File: src/rtl/ssd_block_streamer.sv
// ssd_block_streamer
//   Producer for the calculate_ssd input interface. On start it walks one
//   BLOCK_SIZE x BLOCK_SIZE template block and one candidate block (raster
//   order, x inner) out of two read-only frame BRAM ports and streams aligned
//   {tmpl,cand,last} pairs downstream with valid/ready handshaking.
//
//   BRAM latency is hidden by a tag pipe that runs alongside the BRAM. Reads
//   are only issued while (fifo occupancy + reads in flight) < FIFO_DEPTH.
//   Because of that credit rule, every issued read already owns a FIFO slot,
//   so the skid FIFO can never overflow under backpressure.
//
//   Optional feature: define SSD_STREAMER_CLAMP_EN to clamp pixel coordinates
//   to the frame edge (edge replication for blocks that overhang the frame).
//
// Ports
//   clk_in, rst_in              clock, async active-high reset
//   start_in                    start pulse (ignored while busy_out)
//   tmpl_x_in/tmpl_y_in         template block origin (captured on start)
//   cand_x_in/cand_y_in         candidate block origin (captured on start)
//   tmpl_addr_out/tmpl_data_in  template BRAM read port
//   cand_addr_out/cand_data_in  candidate BRAM read port
//   pair_valid_out/pair_ready_in, tmpl_pix_out, cand_pix_out, pair_last_out
//                               pair stream to calculate_ssd
//   busy_out                    block in progress
//   done_out                    1-cycle pulse after the last pair is accepted
module ssd_block_streamer #(
  parameter int BLOCK_SIZE   = 8,
  parameter int IMG_WIDTH    = 320,
  parameter int IMG_HEIGHT   = 240,
  parameter int PIXEL_W      = 8,
  parameter int ADDR_W       = 17,
  parameter int BRAM_LATENCY = 2
) (
  input  logic               clk_in,
  input  logic               rst_in,
  input  logic               start_in,
  input  logic [8:0]         tmpl_x_in,
  input  logic [7:0]         tmpl_y_in,
  input  logic [8:0]         cand_x_in,
  input  logic [7:0]         cand_y_in,
  output logic [ADDR_W-1:0]  tmpl_addr_out,
  input  logic [PIXEL_W-1:0] tmpl_data_in,
  output logic [ADDR_W-1:0]  cand_addr_out,
  input  logic [PIXEL_W-1:0] cand_data_in,
  output logic               pair_valid_out,
  input  logic               pair_ready_in,
  output logic [PIXEL_W-1:0] tmpl_pix_out,
  output logic [PIXEL_W-1:0] cand_pix_out,
  output logic               pair_last_out,
  output logic               busy_out,
  output logic               done_out
);

  localparam int FIFO_DEPTH = BRAM_LATENCY + 2;
  localparam int CW = (BLOCK_SIZE > 1) ? $clog2(BLOCK_SIZE) : 1;
  localparam int PW = $clog2(FIFO_DEPTH);
  localparam int NW = $clog2(FIFO_DEPTH + 1);

  typedef enum logic [1:0] {IDLE, ISSUE, DRAIN, DONE} state_t;

  typedef struct packed {
    logic [PIXEL_W-1:0] tmpl;
    logic [PIXEL_W-1:0] cand;
    logic               last;
  } pair_t;

  state_t             state_q, state_d;
  logic [8:0]         tx_q, tx_d, cx_q, cx_d;
  logic [7:0]         ty_q, ty_d, cy_q, cy_d;
  logic [CW-1:0]      bx_q, bx_d, by_q, by_d;
  logic [BRAM_LATENCY:1] vld_pipe_q, vld_pipe_d;
  logic [BRAM_LATENCY:1] last_pipe_q, last_pipe_d;
  pair_t              mem_q [FIFO_DEPTH];
  pair_t              mem_d [FIFO_DEPTH];
  logic [PW-1:0]      rd_ptr_q, rd_ptr_d, wr_ptr_q, wr_ptr_d;
  logic [NW-1:0]      cnt_q, cnt_d;

  logic               issue, last_rd, push, pop;
  logic [NW:0]        inflight, occupancy;
  pair_t              head, push_data;

  // Pixel coordinate -> linear frame address, optionally clamped to the frame.
  function automatic logic [ADDR_W-1:0] pix_addr(logic [9:0] px, logic [8:0] py);
    logic [9:0] x;
    logic [8:0] y;
    x = px;
    y = py;
`ifdef SSD_STREAMER_CLAMP_EN
    if (x > 10'(IMG_WIDTH - 1))  x = 10'(IMG_WIDTH - 1);
    if (y > 9'(IMG_HEIGHT - 1))  y = 9'(IMG_HEIGHT - 1);
`endif
    return ADDR_W'(y) * ADDR_W'(IMG_WIDTH) + ADDR_W'(x);
  endfunction

  function automatic logic [PW-1:0] ptr_inc(logic [PW-1:0] p);
    return (p == PW'(FIFO_DEPTH - 1)) ? '0 : p + 1'b1;
  endfunction

  // Both ports share bx/by so template and candidate pixels stay aligned.
  assign tmpl_addr_out = pix_addr({1'b0, tx_q} + 10'(bx_q), {1'b0, ty_q} + 9'(by_q));
  assign cand_addr_out = pix_addr({1'b0, cx_q} + 10'(bx_q), {1'b0, cy_q} + 9'(by_q));

  assign head           = mem_q[rd_ptr_q];
  assign pair_valid_out = (cnt_q != '0);
  assign tmpl_pix_out   = head.tmpl;
  assign cand_pix_out   = head.cand;
  assign pair_last_out  = head.last;
  assign busy_out       = (state_q != IDLE);
  assign done_out       = (state_q == DONE);

  // Tag pipe output lines up with BRAM data of the same read.
  assign push      = vld_pipe_q[BRAM_LATENCY];
  assign push_data = '{tmpl: tmpl_data_in, cand: cand_data_in, last: last_pipe_q[BRAM_LATENCY]};
  assign pop       = pair_valid_out & pair_ready_in;

  // Credit check: a pair pushed this cycle is still counted as in flight and
  // a pair popped this cycle is still counted in the FIFO, so this is safe.
  always_comb begin
    inflight = '0;
    for (int i = 1; i <= BRAM_LATENCY; i++)
      inflight = inflight + (NW + 1)'(vld_pipe_q[i]);
    occupancy = {1'b0, cnt_q} + inflight;
  end

  assign last_rd = (bx_q == CW'(BLOCK_SIZE - 1)) && (by_q == CW'(BLOCK_SIZE - 1));
  assign issue   = (state_q == ISSUE) && (occupancy < (NW + 1)'(FIFO_DEPTH));

  always_comb begin
    state_d     = state_q;
    tx_d        = tx_q;
    ty_d        = ty_q;
    cx_d        = cx_q;
    cy_d        = cy_q;
    bx_d        = bx_q;
    by_d        = by_q;
    vld_pipe_d  = vld_pipe_q;
    last_pipe_d = last_pipe_q;
    mem_d       = mem_q;
    rd_ptr_d    = rd_ptr_q;
    wr_ptr_d    = wr_ptr_q;
    cnt_d       = cnt_q;

    unique case (state_q)
      IDLE: begin
        if (start_in) begin
          tx_d    = tmpl_x_in;
          ty_d    = tmpl_y_in;
          cx_d    = cand_x_in;
          cy_d    = cand_y_in;
          bx_d    = '0;
          by_d    = '0;
          state_d = ISSUE;
        end
      end
      ISSUE: begin
        if (issue) begin
          if (bx_q == CW'(BLOCK_SIZE - 1)) begin
            bx_d = '0;
            if (by_q == CW'(BLOCK_SIZE - 1)) state_d = DRAIN;
            else                            by_d = by_q + 1'b1;
          end else begin
            bx_d = bx_q + 1'b1;
          end
        end
      end
      DRAIN: begin
        if (pop && head.last) state_d = DONE;
      end
      DONE: state_d = IDLE;
      default: state_d = IDLE;
    endcase

    vld_pipe_d[1]  = issue;
    last_pipe_d[1] = issue && last_rd;
    for (int i = 2; i <= BRAM_LATENCY; i++) begin
      vld_pipe_d[i]  = vld_pipe_q[i-1];
      last_pipe_d[i] = last_pipe_q[i-1];
    end

    if (push) begin
      mem_d[wr_ptr_q] = push_data;
      wr_ptr_d        = ptr_inc(wr_ptr_q);
    end
    if (pop) rd_ptr_d = ptr_inc(rd_ptr_q);
    unique case ({push, pop})
      2'b10:   cnt_d = cnt_q + 1'b1;
      2'b01:   cnt_d = cnt_q - 1'b1;
      default: cnt_d = cnt_q;
    endcase
  end

  always_ff @(posedge clk_in or posedge rst_in) begin
    if (rst_in) begin
      state_q     <= IDLE;
      tx_q        <= '0;
      ty_q        <= '0;
      cx_q        <= '0;
      cy_q        <= '0;
      bx_q        <= '0;
      by_q        <= '0;
      vld_pipe_q  <= '0;
      last_pipe_q <= '0;
      for (int i = 0; i < FIFO_DEPTH; i++) mem_q[i] <= '0;
      rd_ptr_q    <= '0;
      wr_ptr_q    <= '0;
      cnt_q       <= '0;
    end else begin
      state_q     <= state_d;
      tx_q        <= tx_d;
      ty_q        <= ty_d;
      cx_q        <= cx_d;
      cy_q        <= cy_d;
      bx_q        <= bx_d;
      by_q        <= by_d;
      vld_pipe_q  <= vld_pipe_d;
      last_pipe_q <= last_pipe_d;
      mem_q       <= mem_d;
      rd_ptr_q    <= rd_ptr_d;
      wr_ptr_q    <= wr_ptr_d;
      cnt_q       <= cnt_d;
    end
  end

endmodule

File: config.mk
export PLATFORM = sky130hd
export DESIGN_NAME = ssd_block_streamer
export DESIGN_NICKNAME = d
export VERILOG_FILES = /design/src/rtl/ssd_block_streamer.sv
export SDC_FILE = /design/constraint.sdc
export NUM_CORES = 1
export LEC_CHECK = 0
export BUFFER_PORTS_ARGS = -buffer_cell sky130_fd_sc_hd__clkbuf_2
export CAP_MARGIN = 0
export CELL_PAD_IN_SITES_DETAIL_PLACEMENT = 1
export CELL_PAD_IN_SITES_GLOBAL_PLACEMENT = 2
export CORE_MARGIN = 1
export CORE_UTILIZATION = 43
export CTS_BUF_LIST = sky130_fd_sc_hd__clkbuf_4 sky130_fd_sc_hd__clkbuf_8
export CTS_CLUSTER_SIZE = 20
export DETAILED_ROUTE_END_ITERATION = 10
export GPL_TIMING_DRIVEN = 0
export PLACE_DENSITY_LB_ADDON = 0.1
export SLEW_MARGIN = 0
export SYNTH_ARGS = -nofsm -noshare
export SYNTH_HDL_FRONTEND = slang
export SYNTH_SLANG_ARGS = --single-unit
File: constraint.sdc
create_clock -name clk_in -period 11.65 [get_ports clk_in]
set_clock_uncertainty 0.05 [all_clocks]
set_input_delay 2.33 -clock clk_in [delete_from_list [all_inputs] [get_ports clk_in]]
set_output_delay 2.33 -clock clk_in [all_outputs]
set_load 0.01 [all_outputs]
Word-level counts from Yosys, hierarchy flattened
Cells that the tools add are included.
{"block": "totals", "register_bits": 121, "in_bits": 54, "output_inout_bits": 54, "wordCells": 99}
{"block": "classes", "addsub": 14, "mul": 2, "n_lt_le_gt_ge": 4, "eq_ne": 15, "muxes": 23, "bitwise": 3, "n_reduce_logical": 14}
{"operator": "68-bit bitwise mux", "n": 1}
{"operator": "17-bit 2-to-1 mux", "n": 3}
{"operator": "17-bit by 10-bit adder with 17-bit output", "n": 2}
{"operator": "17-bit binary-select mux with 2-bit select", "n": 1}
{"operator": "17-bit demux with 2-bit select", "n": 1}
{"operator": "9-bit by 3-bit multiplier with 11-bit output (second input constant)", "n": 2}
{"operator": "9-bit by 3-bit adder with 10-bit output", "n": 2}
{"operator": "8-bit by 3-bit adder with 9-bit output", "n": 2}
{"operator": "3-bit 2-to-1 mux", "n": 6}
{"operator": "3-bit case mux with 2 select lines", "n": 3}
{"operator": "2-bit 2-to-1 mux", "n": 7}
{"operator": "2-bit != test (second input constant)", "n": 6}
{"operator": "2-bit equality test (second input constant)", "n": 5}
{"operator": "5-bit AND reduction", "n": 2}
{"operator": "3-bit by 1-bit adder with 3-bit output (second input constant)", "n": 3}
{"operator": "2-bit case mux with 4 select lines", "n": 1}
{"operator": "3-bit equality test (second input constant)", "n": 2}
{"operator": "3-bit greater-or-equal comparator (second input constant)", "n": 2}
{"operator": "2-bit inverter with 3-bit output", "n": 2}
{"operator": "2-bit nonzero test", "n": 3}
{"operator": "1-bit logical AND", "n": 5}
{"operator": "2-bit by 1-bit adder with 2-bit output (second input constant)", "n": 2}
{"operator": "3-bit by 2-bit adder with 4-bit output", "n": 1}
{"operator": "2-bit by 1-bit equality test with 1-bit output (second input constant)", "n": 2}
{"operator": "9 further kinds", "n": 9}

Logic depth before layout (Yosys ltp)
Gate-level depths: netlist (run 1).
{"block": "depth", "word_depth": 7, "mapped_depth": 14, "ltp_nobuf": 14}

Least setup slack after synthesis (run 1)
OpenSTA, ideal clock, no wires.
{"block": "synth_timing", "kind": "register to output", "from": "register by_q[0]", "to": "output cand_addr_out[16]", "arrival_ns": 3.461, "required_ns": 9.270, "path_slack_ns": 5.809, "path_stages_with_launch": 15, "path_buffers": 0, "cell_sequence": "dfrtp_1 ha_1 fa_1 a21o_1 nand2_1 xnor2_1 ha_1 fa_1 a21o_1 a21oi_1 o21bai_1 a21oi_1 xor3_2 nor3_2 xor3_1"}
{"block": "synth_via", "elab_chain_len": 3}
{"element": "from (decl)", "line": "70", "rtl": "logic [CW-1:0] bx_q, bx_d, by_q, by_d;"}
{"element": "from (signal assigned)", "line": "214", "rtl": "by_q <= by_d;"}
{"element": "8-bit by 3-bit adder with 9-bit output", "line": "101", "rtl": "assign cand_addr_out = pix_addr({1'b0, cx_q} + 10'(bx_q), {1'b0, cy_q} + 9'(by_q));"}
{"element": "9-bit by 3-bit multiplier with 11-bit output", "line": "92", "rtl": "return ADDR_W'(y) * ADDR_W'(IMG_WIDTH) + ADDR_W'(x);"}
{"element": "17-bit by 10-bit adder with 17-bit output", "line": "92"}
{"element": "to (decl)", "line": "43", "rtl": "output logic [ADDR_W-1:0] cand_addr_out,"}
No other way between the ends.

Worst setup path after layout (run 1)
{"block": "layout_timing", "from": "register by_q[2]", "to": "output tmpl_addr_out[16]"}
{"block": "layout_via", "elab_chain_len": 3}
{"element": "8-bit by 3-bit adder with 9-bit output", "line": "100", "rtl": "assign tmpl_addr_out = pix_addr({1'b0, tx_q} + 10'(bx_q), {1'b0, ty_q} + 9'(by_q));"}
{"element": "9-bit by 3-bit multiplier with 11-bit output", "line": "92"}
{"element": "17-bit by 10-bit adder with 17-bit output", "line": "92"}
{"element": "to (decl)", "line": "41", "rtl": "output logic [ADDR_W-1:0] tmpl_addr_out,"}
No other way between the ends.

==> metrics.yaml, run 1 <==
synth:
  synth_top_family_by_area: "multiplexers"
  synth_top_area_share_pct: 42.6
  ys.flop_type: "dfrtp_1"
  synthArstFlopShare_pct: 100
  synth_common_cells: "121 x dfrtp_1, 104 x mux2_2, 58 x ha_1"
  synthesis.nets: 684
  synth_compound_area_share_pct: 6.04
  synth_edf_count: 0
  synth.distinct_cells: 53
  synth-simple-area-share_pct: 6.59
  synth_fa_ha_area_share_pct: 12.2
  yosysMostFrequentCell: "dfrtp_1"
  synth_mux_area_share_pct: 22.3
  postSynthAreaPerCell_um2: 12.6
  synth-seq-area-share_pct: 42.6
  syn_inst: 565
  synth_area_leader_cell: "dfrtp_1"
  yosysWarnings: 0
  synth_seq_cells: 121
  synthTopCellsByArea: "dfrtp_1 43%, mux2_2 16%, ha_1 10%"
  synthXorXnorAreaFrac_pct: 7.89
  syn-cell-area_um2: 7100
setup_path:
  critPathMaxStageDelay_ns: 0.48
  end_kind: "output pin"
  cp_data_arrival_time_ns: 4.40
  slowest_stage: "o31ai_1"
  path_class: "flop to output pin"
  critPathRequiredTime_ns: 9.27
  start_kind: "flop"
  path_cells: "ha_1, a21oi_1, and2_1, nor2_1, xor2_1, ha_1, ha_1, a21oi_2, a21boi_1, o31ai_1, o311ai_2, nor3_2, xor2_1, xnor2_1, clkbuf_2"
  r2r_cells: 8
  crit_top_cell: "ha_1"
  cp_max_fo: 5
clock_network:
  clock-sinks: 121
  htree_levels: 4
  numCtsBuffers: 17
  clockBufferDepth: 2
  postCtsHoldBufs: 0
  cts_resized: 0
  post_cts_buffers: 0
  cts_root_buf: "clkbuf_8"
  clk_pin_slew_worst_paths_ns: 0.07
  clock_latency_ns: 0.44
  cts_tree: "built"
timing:
  hold_viol_final: 0
  setup_viol_count_final: 0
  fin_setup_tns_ns: 0
  rsz0062_at_grt: "false"
  fin_crit_ns: 6.78
  relSlewSlack_pct: 50.2
  drv_slew: 0
  clock.fmax_mhz: 148
  fin_crit_sh_pct: 58.2
  tightest_slew_ns: 0.747
cells_and_area:
  n_antenna_cell: 0
  seq_area_um2: 3030
  nFillCells: 1717
  fin_nets: 811
  final_layout_size_suffix_gt1_share_pct: 39.9
  multi_input_comb_area_um2: 3910
  area_growth_pct: 18.2
global_route:
  gr-usage-all-layers_pct: 20.2
  grt_pass1_wl_mm: 26.1
  antenna_found_initial: 0
  overflow: 0
  grt_max_degree: 91
  grt_pass1_vias: 5250
floorplan:
  io_pins: 108
  die_area_um2: 17000
  die_w_um: 131
  rows: 46
  start_util_pct: 44.4
  die_h_um: 131
  coreArea_um2: 16000
routing:
  via_per_inst: 5.11
  first_iter_violations: 106
  num_vias: 4702
  drt_pass1_iterations: 4
  drcViolationCount: 0
  drtAntennaViolNets: 0
  wl_per_cell_um: 17.1
  wl_mm: 15.7
placement:
  dp_hpwl_mm: 11.8
  port_buffers: 107
  place.gp.congestion: 0.731
run_status:
  status: "finished, final reports clean"
min_path:
  min_path_cells: 0
  hold_path.class: "flop to flop"
job:
  drv_cap: 0
[cell families after synthesis]
logic type               count (synthesis)
multiplexers                           124
flip-flops                             121
AND/OR/NAND/NOR                         90
adder cells (fa/ha/maj)                 65
AO/OA/AOI/OAI                           64
XOR/XNOR                                58
buffers and inverters                   43
[per-stage QoR]
stage / hold WS (ns) / instance area, um^2 / cells / util (%) / setup WS (ns)
floorplan: 0.281 / 7100 / 565 / - / 5.81
global placement: 0.293 / 7910 / 888 / 49.4 / 4.69
detailed placement: 0.289 / 7940 / 889 / 49.6 / 5.30
CTS: 0.310 / 8400 / 921 / 52.5 / 4.76
global route: 0.320 / 8400 / 921 / 52.5 / 4.53
finish: 0.305 / 8400 / 921 / 52.5 / 4.87
[registers in the layout, indices dropped and copies added (netlist names), 3 cells and up]
| register | count |
|---|---|
| ty_q | 8 |
| tx_q | 9 |
| bx_q | 3 |
| cx_q | 9 |
| cnt_q | 3 |
| mem_q | 68 |
| cy_q | 8 |
| by_q | 3 |
[routing by layer]
metal / share of wire [%] / vias up / global-route usage (%)
met5: 0 / - / 0
met4: 1.7 / 0 / 8.18
met3: 4.1 / 18 / 5.01
met2: 52 / 95 / 35.8
met1: 42 / 2320 / 23.5
li1: - / 2269 / -
[critical path, delay by kind of cell, from the launching register on]
| kind | cells | cell delay (ns) |
|---|---|---|
| compound gates | 5 | 1.11 |
| simple gates | 3 | 0.64 |
| fa+ha+maj | 3 | 1.01 |
| buf+inv | 1 | 0.15 |
| flops | 1 | 0.45 |
| xor+xnor | 3 | 0.59 |
[placed cells by master, fill, tap and decap left out, drive strengths merged, types with 5 or more instances in the layout]
cell type	synthesis	final
a21o	9	9
nand4	5	5
nor2	16	16
nand3	7	7
xor2	21	21
ha	58	58
a21oi	25	25
dfrtp	121	121
xnor2	34	34
inv	31	34
nand2	31	31
nor3	5	5
o21ai	13	13
mux2	104	104
clkbuf	9	136
mux4	17	17
fa	7	7
[path summary, 6_finish.rpt]
check / from / to / slack, ns
min in group asynchronous: rst_in / mem_q[20] / 1.80
min: last_pipe_q[1] / last_pipe_q[2] / 0.31
max in group asynchronous: rst_in / by_q[1] / 8.99
max reg2reg: cnt_q[0] / by_q[1] / 9.39
max: by_q[2] / tmpl_addr_out[16] / 4.87
min reg2reg: last_pipe_q[1] / last_pipe_q[2] / 0.31
[final cells by class]
| class | count | area share, % |
|---|---|---|
| multi-input cells | 401 | 46.5 |
| repair buffers | 108 | 6.71 |
| well taps | 216 | 3.22 |
| clock buffers | 20 | 3.20 |
| clock inverters | 12 | 2.24 |
| inverters | 31 | 1.45 |
| flip-flops and latches | 121 | 36.1 |
| plain buffers | 12 | 0.581 |
Power of run 1 is not shown: default switching activity piles up to over one toggle a cycle in this logic, so the estimate is an artifact.
==> run 2, diff against run 1 <==
- ABC_AREA: unset -> 1
- CORE_UTILIZATION: 43 -> 32
- clock period: 11.65 -> 5.8 ns (I/O delays scaled with it)
==> run 2 against run 1 <==
Effect of this change: synthesized area increased by 4.4%; via count increased by 34%; critical path type unchanged; non-clock buffer count up 17; largest cell class unchanged.
==> metrics.yaml, run 2 <==
synth:
  synth_seq_cells: 121  # unchanged
  synth_top_family_by_area: "simple AND/OR/NAND/NOR gates"  # was multiplexers
  synth-simple-area-share_pct: 20.2  # was 6.59%
  postSynthAreaPerCell_um2: 8.26  # was 12.6 um^2
  yosysMostFrequentCell: "nand2_1"  # was dfrtp_1
  synthArstFlopShare_pct: 100  # unchanged
  synth.distinct_cells: 43  # was 53
  syn_inst: 897  # was 565
  synth_common_cells: "196 x nand2_1, 121 x dfrtp_1, 115 x o21ai_0"  # was 121 x dfrtp_1, 104 x mux2_2, 58 x ha_1
  synth_compound_area_share_pct: 13.2  # was 6.04%
  synthXorXnorAreaFrac_pct: 4.49  # was 7.89%
  synthesis.nets: 1016  # was 684
  synth-seq-area-share_pct: 40.8  # was 42.6%
  ys.flop_type: "dfrtp_1"  # unchanged
  syn-cell-area_um2: 7410  # was 7100 um^2
  synth_mux_area_share_pct: 3.19  # was 22.3%
  synth_top_area_share_pct: 40.8  # was 42.6%
  synth_area_leader_cell: "dfrtp_1"  # unchanged
  synth_edf_count: 0  # unchanged
  yosysWarnings: 0  # unchanged
  synthTopCellsByArea: "dfrtp_1 41%, nand2_1 9.9%, ha_1 9.8%"  # was dfrtp_1 43%, mux2_2 16%, ha_1 10%
  synth_fa_ha_area_share_pct: 11.7  # was 12.2%
placement:
  dp_hpwl_mm: 15.9  # was 11.8 mm
  post_dp_cell_area_um2: 8340  # was 7940 um^2
  place.gp.congestion: 0.763  # was 0.731
  port_buffers: 107  # unchanged
  placedCellCount: 1290  # was 889
run_status:
  status: "finished, final reports clean"  # unchanged
cells_and_area:
  top_register: "mem_q"  # unchanged
  final_layout_size_suffix_gt1_share_pct: 19.4  # was 39.9%
  utilization_pct: 38.5  # was 52.5%
  top_regs: "mem_q: 68 flops, cx_q: 9 flops, tx_q: 9 flops"  # unchanged
  fin_cells: 1322  # was 921
  n_antenna_cell: 0  # unchanged
  final_common_cell: "nand2_1"  # was dfrtp_1
  area_growth_pct: 18.1  # was 18.2%
  most-common-layout-cells: "196 x nand2_1, 121 x dfrtp_1, 115 x o21ai_0"  # was 121 x dfrtp_1, 107 x clkbuf_2, 104 x mux2_2
  design_area_um2: 8750  # was 8400 um^2
  largest_register_ffs: 68  # unchanged
  fin_nets: 1143  # was 811
setup_path:
  crit_top_cell: "nand2_1"  # was ha_1
  slowest_stage: "dfrtp_1"  # was o31ai_1
  path_cells: "ha_1, fa_1, nand2_1, nand2_1, nand2_1, nor2_1, xor2_1, ha_1, ha_1, a21oi_1, nand2_1, nand2_1, nand2_1, nor2_2, nand2_2, nor2_2, nand2_1, nand2_1, nand2_1, inv_1, clkbuf_2"  # was ha_1, a21oi_1, and2_1, nor2_1, xor2_1, ha_1, ha_1, a21oi_2, a21boi_1, o31ai_1, o311ai_2, nor3_2, xor2_1, xnor2_1, clkbuf_2
  cp_data_arrival_time_ns: 3.91  # was 4.40 ns
  start_kind: "flop"  # unchanged
  critPathMaxStageDelay_ns: 0.44  # was 0.48 ns
  end_kind: "output pin"  # unchanged
  path_class: "flop to output pin"  # unchanged
  critPathRequiredTime_ns: 4.59  # was 9.27 ns
  cp_max_fo: 6  # was 5
clock_network:
  post_cts_buffers: 0  # unchanged
  postCtsHoldBufs: 0  # unchanged
  clockBufferDepth: 2  # unchanged
  cts_tree: "built"  # unchanged
  numCtsBuffers: 17  # unchanged
  clock-sinks: 121  # unchanged
  cts_root_buf: "clkbuf_8"  # unchanged
  htree_levels: 4  # unchanged
  cts_resized: 0  # unchanged
  clk_pin_slew_worst_paths_ns: 0.08  # was 0.07 ns
  clock_latency_ns: 0.46  # was 0.44 ns
floorplan:
  rows: 55  # was 46
  coreArea_um2: 22700  # was 16000 um^2
  start_util_pct: 32.6  # was 44.4%
  die_w_um: 154  # was 131 um
  io_pins: 108  # unchanged
  die_h_um: 154  # was 131 um
  die_area_um2: 23800  # was 17000 um^2
timing:
  drv_slew: 0  # unchanged
  rsz0062_at_grt: "false"  # unchanged
  fin_setup_tns_ns: 0  # unchanged
  fin_crit_ns: 5.12
  setup_viol_count_final: 0  # unchanged
  relSlewSlack_pct: 54.2  # was 50.2%
  hold_viol_final: 0  # unchanged
  clock.fmax_mhz: 195
  tightest_slew_ns: 0.686  # was 0.747 ns
  fin_crit_sh_pct: 88.2
job:
  drv_cap: 0  # unchanged
global_route:
  grt_max_degree: 92  # was 91
  gr-usage-all-layers_pct: 18.5  # was 20.2%
  grt_pass1_wl_mm: 34.1  # was 26.1 mm
  antenna_found_initial: 1  # was 0
  overflow: 0  # unchanged
  grt_pass1_vias: 6565  # was 5250
routing:
  via_per_inst: 4.76  # was 5.11
  wl_mm: 21.1  # was 15.7 mm
  drtAntennaViolNets: 0  # unchanged
  num_vias: 6291  # was 4702
  drcViolationCount: 0  # unchanged
  wl_per_cell_um: 15.9  # was 17.1 um
  first_iter_violations: 210  # was 106
  drt_pass1_iterations: 4  # unchanged
min_path:
  hold_path.class: "flop to flop"  # unchanged
[run 2: through the flow]
step,hold slack (ns),setup WS (ns)
3_5_place_dp,0.290,1.10
2_1_floorplan,0.281,1.38
4_1_cts,0.319,0.593
3_3_place_gp,0.289,-0.434
5_1_grt,0.330,0.265
6_report,0.315,0.683
[run 2: worst max-delay path, delay by kind of cell (launching register included)]
kind / cells / cell delay [ns]
fa+ha+maj: 4 / 1.29
simple gates: 13 / 1.06
flops: 1 / 0.44
compound gates: 1 / 0.29
xor+xnor: 1 / 0.22
buf+inv: 2 / 0.16
[run 2: layer usage]
layer / vias to the layer above / wire length [um] / global-route usage (%)
li1: 3194 / - / -
met1: 2981 / 9950 / 23.7
met2: 95 / 10200 / 32.1
met3: 19 / 604 / 3.45
met4: 2 / 229 / 4.52
met5: - / 17 / 0
[run 2: area by class of cell]
| class | instances | area [um^2] |
|---|---|---|
| well taps | 285 | 357 |
| clock inverters | 15 | 180 |
| inverters | 96 | 365 |
| clock buffers | 17 | 234 |
| plain buffers | 29 | 115 |
| repair buffers | 108 | 563 |
| fillers | 2791 | 14000 |
| flip-flops and latches | 121 | 3030 |
| multi-input cells | 651 | 3910 |
[run 2: path summary, 6_finish.rpt]
check,from,slack [ns],end,depth (start not counted)
worst max-delay path,by_q[0],0.68,tmpl_addr_out[16],21
worst min register to register,last_pipe_q[1],0.32,last_pipe_q[2],0
worst min-delay path,last_pipe_q[1],0.32,last_pipe_q[2],0
worst max register to register,state_q[0],3.49,tx_q[1],7
max in group asynchronous,rst_in,4.31,ty_q[6],3
min in group asynchronous,rst_in,0.60,mem_q[24],2
[run 2: cell families after synthesis]
group / after synthesis
AND/OR/NAND/NOR: 347
XOR/XNOR: 38
buffers and inverters: 125
multiplexers: 21
flip-flops: 121
AO/OA/AOI/OAI: 180
adder cells (fa/ha/maj): 65
Power of run 2 is left out for the same reason.
